### src/rtl/dither_ordered_pkg.sv
// Shared definitions for the ordered-dither stage: mode codes and Bayer rank tables.
package dither_ordered_pkg;

    localparam logic [1:0] DITHER_TRUNC    = 2'd0;
    localparam logic [1:0] DITHER_STATIC   = 2'd1;
    localparam logic [1:0] DITHER_TEMPORAL = 2'd2;

    // Ranks indexed by {y, x}.
    localparam logic [1:0] BAYER2 [4] = '{2'd0, 2'd2,
                                          2'd3, 2'd1};

    localparam logic [3:0] BAYER4 [16] = '{4'd0,  4'd8,  4'd2,  4'd10,
                                           4'd12, 4'd4,  4'd14, 4'd6,
                                           4'd3,  4'd11, 4'd1,  4'd9,
                                           4'd15, 4'd7,  4'd13, 4'd5};

endpackage

### src/rtl/dither_ordered_channel.sv
// Combinational per-channel reduction: truncate, or add threshold, shift and saturate.
module dither_ordered_channel
    import dither_ordered_pkg::*;
#(
    parameter int IN_BITS  = 2,
    parameter int OUT_BITS = 1,
    parameter int T_BITS   = ((IN_BITS - OUT_BITS) > 0) ? (IN_BITS - OUT_BITS) : 1
) (
    input  logic [IN_BITS-1:0]  v_in,
    input  logic [T_BITS-1:0]   t,
    input  logic [1:0]          mode,
    output logic [OUT_BITS-1:0] v_out
);

    localparam int E_BITS = IN_BITS - OUT_BITS;

    generate
        if (E_BITS == 0) begin : g_pass
            assign v_out = v_in;
        end else begin : g_dither
            logic [IN_BITS:0] sum;
            logic [IN_BITS:0] shifted;

            // Sum carries one extra bit so the all-ones + threshold case saturates instead of wrapping.
            always_comb begin
                sum     = {1'b0, v_in} + {{(IN_BITS + 1 - T_BITS){1'b0}}, t};
                shifted = sum >> E_BITS;
                if (mode == DITHER_TRUNC) begin
                    v_out = v_in[IN_BITS-1:E_BITS];
                end else if (|shifted[IN_BITS:OUT_BITS]) begin
                    v_out = '1;
                end else begin
                    v_out = shifted[OUT_BITS-1:0];
                end
            end
        end
    endgenerate

endmodule

### src/rtl/dither_ordered.sv
// Ordered-dither output stage: frame tracking, rank lookup and a two-stage pipeline
// that carries colour, valid and syncs with identical latency.
module dither_ordered
    import dither_ordered_pkg::*;
#(
    parameter int IN_BITS     = 2,
    parameter int OUT_BITS    = 1,
    parameter int CHANNELS    = 3,
    parameter int MATRIX_LOG2 = 1
) (
    input  logic                           clk,
    input  logic                           reset_n,
    input  logic [1:0]                     mode,
    input  logic                           vsync_n_in,
    input  logic                           hsync_n_in,
    input  logic                           in_valid,
    input  logic [MATRIX_LOG2-1:0]         x_lsb,
    input  logic [MATRIX_LOG2-1:0]         y_lsb,
    input  logic [CHANNELS*IN_BITS-1:0]    rgb_in,
    output logic [CHANNELS*OUT_BITS-1:0]   rgb_out,
    output logic                           out_valid,
    output logic                           hsync_n_out,
    output logic                           vsync_n_out
);

    localparam int E_BITS = IN_BITS - OUT_BITS;
    localparam int R_BITS = 2 * MATRIX_LOG2;
    localparam int T_BITS = (E_BITS > 0) ? E_BITS : 1;
    localparam int IN_W   = CHANNELS * IN_BITS;
    localparam int OUT_W  = CHANNELS * OUT_BITS;

    logic              vsync_s1;
    logic              hsync_s1;
    logic              valid_s1;
    logic [IN_W-1:0]   rgb_s1;
    logic [T_BITS-1:0] t_s1;
    logic [1:0]        mode_s1;

    logic [R_BITS-1:0] frame_ctr;
    logic [1:0]        mode_active;
    logic              frame_edge;
    logic [R_BITS-1:0] rank;
    logic [R_BITS-1:0] rank_p;
    logic [T_BITS-1:0] t_next;
    logic [OUT_W-1:0]  dith;

    // The stage-1 vsync register doubles as the edge-detect history; the end of the pulse marks a new frame.
    assign frame_edge = ~vsync_s1 & vsync_n_in;

    generate
        if (MATRIX_LOG2 == 1) begin : g_rank2
            assign rank = BAYER2[{y_lsb, x_lsb}];
        end else begin : g_rank4
            assign rank = BAYER4[{y_lsb, x_lsb}];
        end
    endgenerate

    assign rank_p = (mode_active == DITHER_TEMPORAL) ? (rank + frame_ctr) : rank;

    // Threshold keeps the top E bits of the rank, or pads it up when the matrix is coarser than E.
    generate
        if (E_BITS == 0) begin : g_t_none
            assign t_next = '0;
        end else if (R_BITS >= E_BITS) begin : g_t_shr
            assign t_next = rank_p[R_BITS-1 -: E_BITS];
        end else begin : g_t_shl
            assign t_next = {rank_p, {(E_BITS - R_BITS){1'b0}}};
        end
    endgenerate

    // Frame counter and mode shadow only move on a frame edge, so a mode change never lands mid-frame.
    always_ff @(posedge clk or negedge reset_n) begin
        if (!reset_n) begin
            frame_ctr   <= '0;
            mode_active <= DITHER_TRUNC;
        end else if (frame_edge) begin
            frame_ctr   <= frame_ctr + R_BITS'(1);
            mode_active <= (mode == 2'd3) ? DITHER_STATIC : mode;
        end
    end

    // Stage 1: capture pixel, threshold, mode and syncs.
    always_ff @(posedge clk or negedge reset_n) begin
        if (!reset_n) begin
            vsync_s1 <= 1'b1;
            hsync_s1 <= 1'b1;
            valid_s1 <= 1'b0;
            rgb_s1   <= '0;
            t_s1     <= '0;
            mode_s1  <= DITHER_TRUNC;
        end else begin
            vsync_s1 <= vsync_n_in;
            hsync_s1 <= hsync_n_in;
            valid_s1 <= in_valid;
            rgb_s1   <= rgb_in;
            t_s1     <= t_next;
            mode_s1  <= mode_active;
        end
    end

    generate
        for (genvar c = 0; c < CHANNELS; c++) begin : g_ch
            dither_ordered_channel #(
                .IN_BITS  (IN_BITS),
                .OUT_BITS (OUT_BITS),
                .T_BITS   (T_BITS)
            ) u_channel (
                .v_in  (rgb_s1[c*IN_BITS +: IN_BITS]),
                .t     (t_s1),
                .mode  (mode_s1),
                .v_out (dith[c*OUT_BITS +: OUT_BITS])
            );
        end
    endgenerate

    // Stage 2: register dithered colour, forcing black outside the visible area.
    always_ff @(posedge clk or negedge reset_n) begin
        if (!reset_n) begin
            rgb_out     <= '0;
            out_valid   <= 1'b0;
            hsync_n_out <= 1'b1;
            vsync_n_out <= 1'b1;
        end else begin
            rgb_out     <= valid_s1 ? dith : '0;
            out_valid   <= valid_s1;
            hsync_n_out <= hsync_s1;
            vsync_n_out <= vsync_s1;
        end
    end

endmodule

### config.mk
export PLATFORM = sky130hd
export DESIGN_NAME = dither_ordered
export DESIGN_NICKNAME = d
export VERILOG_FILES = /design/src/rtl/dither_ordered_pkg.sv /design/src/rtl/dither_ordered_channel.sv /design/src/rtl/dither_ordered.sv
export SDC_FILE = /design/constraint.sdc
export NUM_CORES = 1
export LEC_CHECK = 0
export CORE_MARGIN = 2
export CORE_UTILIZATION = 50
export CTS_BUF_LIST = sky130_fd_sc_hd__clkbuf_8
export DETAILED_ROUTE_END_ITERATION = 10
export GPL_TIMING_DRIVEN = 0
export PLACE_DENSITY = 0.84
export SKIP_LAST_GASP = 1
export SLEW_MARGIN = 20
export SYNTH_ARGS = -nofsm -noshare
export SYNTH_HDL_FRONTEND = slang
export SYNTH_SLANG_ARGS = --single-unit
### constraint.sdc
create_clock -name clk -period 2.8 [get_ports clk]
set_input_delay 0.7 -clock clk [delete_from_list [all_inputs] [get_ports clk]]
set_output_delay 0.7 -clock clk [all_outputs]
set_load 0.1 [all_outputs]
### Word-level counts from Yosys, hierarchy flattened

Cells that the tools add are included.

| storage, ports and cells | value |
|---|---|
| register bits | 22 |
| input port bits | 15 |
| output and inout port bits | 6 |
| word-level logic and storage cells | 36 |

| operators by class | value |
|---|---|
| add/subtract/negate cells | 5 |
| order comparisons | 1 |
| eq/ne operators | 2 |
| mux-type cells | 12 |
| bitwise operators | 3 |
| reductions and logical operators | 1 |

Operators by type and width:

| kind | number |
|---|---|
| $add 2x1->3 | 3 |
| $mux 2 | 4 |
| $mux 1 | 6 |
| $bmux 2 s2 | 1 |
| $eq 2x2->1 const B | 2 |
| $ge 3x3->1 const B | 1 |
| $mux 3 | 1 |
| $not 2->3 | 1 |
| $add 2x1->2 const B | 1 |
| $add 2x2->2 | 1 |
| $logic_not 2->1 | 1 |
| $and 1x1->1 | 1 |
| $not 1->1 | 1 |

### Depth between registers and ports, before layout

| logic depth | value |
|---|---|
| word-level depth | 6 |
| gate-level depth with buffers | 4 |
| mapped depth without buffers | 4 |

### Hierarchy

Synthesis repeated with hierarchy kept, for this count alone.

| unflattened totals | value |
|---|---|
| cells, all modules | 45 |
| area total of the unflattened synthesis | 740.7 um^2 |

By module, submodules not included:

| module | instances | cells each | area each (um^2) | seq. area each (um^2) |
|---|---|---|---|---|
| dither_ordered | 1 | 39 | 684.4 | 555.5 |
| dither_ordered_channel | 3 | 2 | 18.8 | 0.0 |

### Least setup slack after synthesis

No wires, ideal clock.

| path | value |
|---|---|
| path type | register to output |
| from | reg out_valid |
| to | out out_valid |
| arrival | 883 ps |
| data required time | 2100 ps |
| path slack | 1217 ps |
| cell stages (with the launch flop) | 1 |
| buffers on the path | 0 |
| path through | dfrtp_1 |

RTL lines:

| what | RTL line | RTL |
|---|---|---|
| start: declaration | dither_ordered.sv:21 | `output logic out_valid,` |
| start signal: assignment | dither_ordered.sv:125 | `out_valid <= valid_s1;` |

No word-level cell between the ends.

### Worst setup path after layout

| path | value |
|---|---|
| from | reg vsync_n_out |
| to | out vsync_n_out |

RTL lines:

| what | RTL line | RTL |
|---|---|---|
| start: declaration | dither_ordered.sv:23 | `output logic vsync_n_out` |
| start signal: assignment | dither_ordered.sv:127 | `vsync_n_out <= vsync_s1;` |

No word-level cell between the ends.

==> impl_results.md <==
- Status: finished, final reports clean
- CP endpoint kind: primary output
- Gr usage total: 0.1623
- CP top delay family: buffers and inverters
- Antenna cells: 0
- Worst-path clk slew: 0.08 ns
- Sequential cell area fraction in the yosys report: 0.7971
- TritonCTS clock tree: built
- Core area: 1301 um^2
- Yosys reg bits: 22
- Chip Height: 41.34 um
- Antenna violations before repair: 0
- Placement Setup Slack: 0.4788 ns
- Worst Skew: 0.003694 ns
- P per Cell Area: 727.9 nW/um^2
- DR WL/cell: 13.70 um
- Fillers: 84
- CP Max Fanout: 1
- DIE WIDTH: 41.34 um
- Final Wtd Congestion: 0.6085
- Crit path buf inv count: 1
- Crit path kind: reg -> out
- Worst min path class: reg -> reg
- Initial core utilization: 0.5356
- Slowest stage delay, CP: 1.13 ns
- Synthesis warning total: 0
- Sw Pwr: 0.1913 mW
- Post-Place Cells: 77
- Synth area leader: dfrtp_1
- Nets: 82
- Mean post-synth cell area: 16.59 um^2
- Grt total ovfl: 0
- Power, Total: 0.6995 mW
- Row cnt: 13
- Cell count after synthesis: 42
- DRC: 0
- Global-route wire length before repair: 1.635 mm
- Number of hold buffers added after cts: 0
- Top cell type's share of synthesized area: 0.6463
- Fin crit period: 2.597 ns
- Maximum buffer depth of the clock tree: 2
- Sw frac: 0.2735
- Leakage: 0.4056 nW
- Final wirelength: 1.110 mm
- Final setup fails: 0
- Die ar.: 1709 um^2
- RSZ-0062 raised after global routing: false
- Root Driver: clkbuf_8
- Port Buf Inserts: 20
- # clock sinks: 22
- Max Cap Violations: 0
- Relative slew slack: 0.3496
- Pint: 0.5081 mW
- CTS buffer count: 3
- Final WS setup: 0.2030 ns
- Crit-path cells: clkdlybuf4s50_1
- Crit path required time: 2.10 ns
- Drt first pass iters: 2
- H-tree levels: 1
- Clock latency at the later pin of the worst-skew pair: 0.25 ns
- Vias in the first global route: 379
- Worst VDD drop: 0.0004534 V
- Synth top area cells: dfrtp_1 (65%), dfstp_2 (15%), xnor2_1 (3.8%)
- CP max stage cell: clkdlybuf4s50_1
- Combinational Power Share: 0.178
- Crit share post-route: 0.9275
- Area Overhead vs Synth: 37.88%
- Hold_ws: 0.3670 ns
- Clk pwr share: 0.273
- Layout cells sized above 1: 0.1364
- Setup crit start kind: flop
- Final Slew Violations: 0
- Setup_tns: 0 ns
- Final hold vios: 0
- Via density: 4.864
- PostCTS Resize Cnt: 0
- Fin cells: 81
- Sequential power share: 0.549
- Netlist cell types: 14
- DRT iter0 DRCs: 1
- Setup Buffers After CTS: 0
- Worst-margin pin slew: 0.9725 ns
- Worst Path Arrival: 1.90 ns
- Largest net degree at the start of global routing: 23
- Syn Std Cell Area: 696.9 um^2
- Vias: 394
- Fmax: 0.3851 GHz
- IO Pins: 21
- Antenna violation net count after detailed routing: 0
- Syn nets: 57
[path summary, 6_finish.rpt]
kind                                       startpoint                    endpoint  slack (ns)  cells past startpoint
worst max-delay path            vsync_n_out$_DFF_PN1_                 vsync_n_out        0.20                      1
worst min-delay path               hsync_s1$_DFF_PN1_       hsync_n_out$_DFF_PN1_        0.37                      0
worst max register to register     vsync_s1$_DFF_PN1_  mode_active[0]$_DFFE_PN0P_        1.61                      2
worst min register to register     hsync_s1$_DFF_PN1_       hsync_n_out$_DFF_PN1_        0.37                      0
max in group asynchronous                     reset_n    frame_ctr[1]$_DFFE_PN0P_        1.30                      1
min in group asynchronous                     reset_n         rgb_s1[1]$_DFF_PN0_        0.95                      1
[Yosys cell counts, drive strengths merged]
library cell	count
nor2b	4
nand2	1
xnor2	3
a21oi	3
dfrtp	18
nand3b	1
o21a	1
a32oi	1
dfstp	4
mux2	1
nand2b	3
o21ai	2
[flip-flops by register name, indices dropped and copies added (netlist names), 2 cells and up]
signal	flops
rgb_out	3
frame_ctr	2
mode_s1	2
mode_active	2
rgb_s1	6
[stage by stage]
step,util,instance area [um^2]
finish,0.7385,960.9
global route,0.7385,960.9
CTS,0.7385,960.9
detailed placement,0.7038,915.9
global placement,0.7038,915.9
floorplan,-,696.9
[cells in the final DEF (no fill, tap or decap)]
| cell | instances |
|---|---|
| a21oi_1 | 3 |
| a32oi_1 | 1 |
| clkbuf_8 | 3 |
| clkdlybuf4s50_1 | 20 |
| dfrtp_1 | 18 |
| dfstp_2 | 4 |
| inv_1 | 1 |
| mux2_2 | 1 |
| nand2_1 | 1 |
| nand2b_1 | 3 |
| nand3b_1 | 1 |
| nor2b_1 | 3 |
| nor2b_4 | 1 |
| o21a_1 | 1 |
| o21ai_0 | 1 |
| o21ai_1 | 1 |
| xnor2_1 | 3 |
[final cells by class]
type	instances	area [um^2]	area share
Tap cell	15	18.77	0.01953
Multi-Input combinational cell	20	141.4	0.1471
Clock buffer	3	41.29	0.04297
Clock inverter	1	3.754	0.003906
Sequential cell	22	555.5	0.5781
Timing Repair Buffer	20	200.2	0.2083
[metal layers]
metal / wire [um] / track usage
met5: 0 / 0
met4: 0 / 0.07258
met2: 633 / 0.2734
met1: 426 / 0.1908
met3: 50 / 0.04787
[kinds of logic (layout without fill, tap and decap cells)]
family                    Yosys count  in the layout  synth area share
xor gates and xnor gates            3              3           0.03771
DFF                                22             22            0.7971
and+or+nand+nor                     9              9           0.08977
buffers and inverters               0             24                 0
AOI/OAI and AO/OA                   7              7           0.05923
muxes                               1              1           0.01616
[power groups by stage]
stage / Sequential (mW) / Combinational, mW / Clock (mW)
after floorplan: 0.425 / 0.0383 / 0
after global placement: 0.386 / 0.120 / 0
after detailed placement: 0.389 / 0.125 / 0
after CTS: 0.385 / 0.127 / 0.194
after global routing: 0.389 / 0.133 / 0.208
final: 0.384 / 0.124 / 0.191
Power figures use the tool's default switching activity.
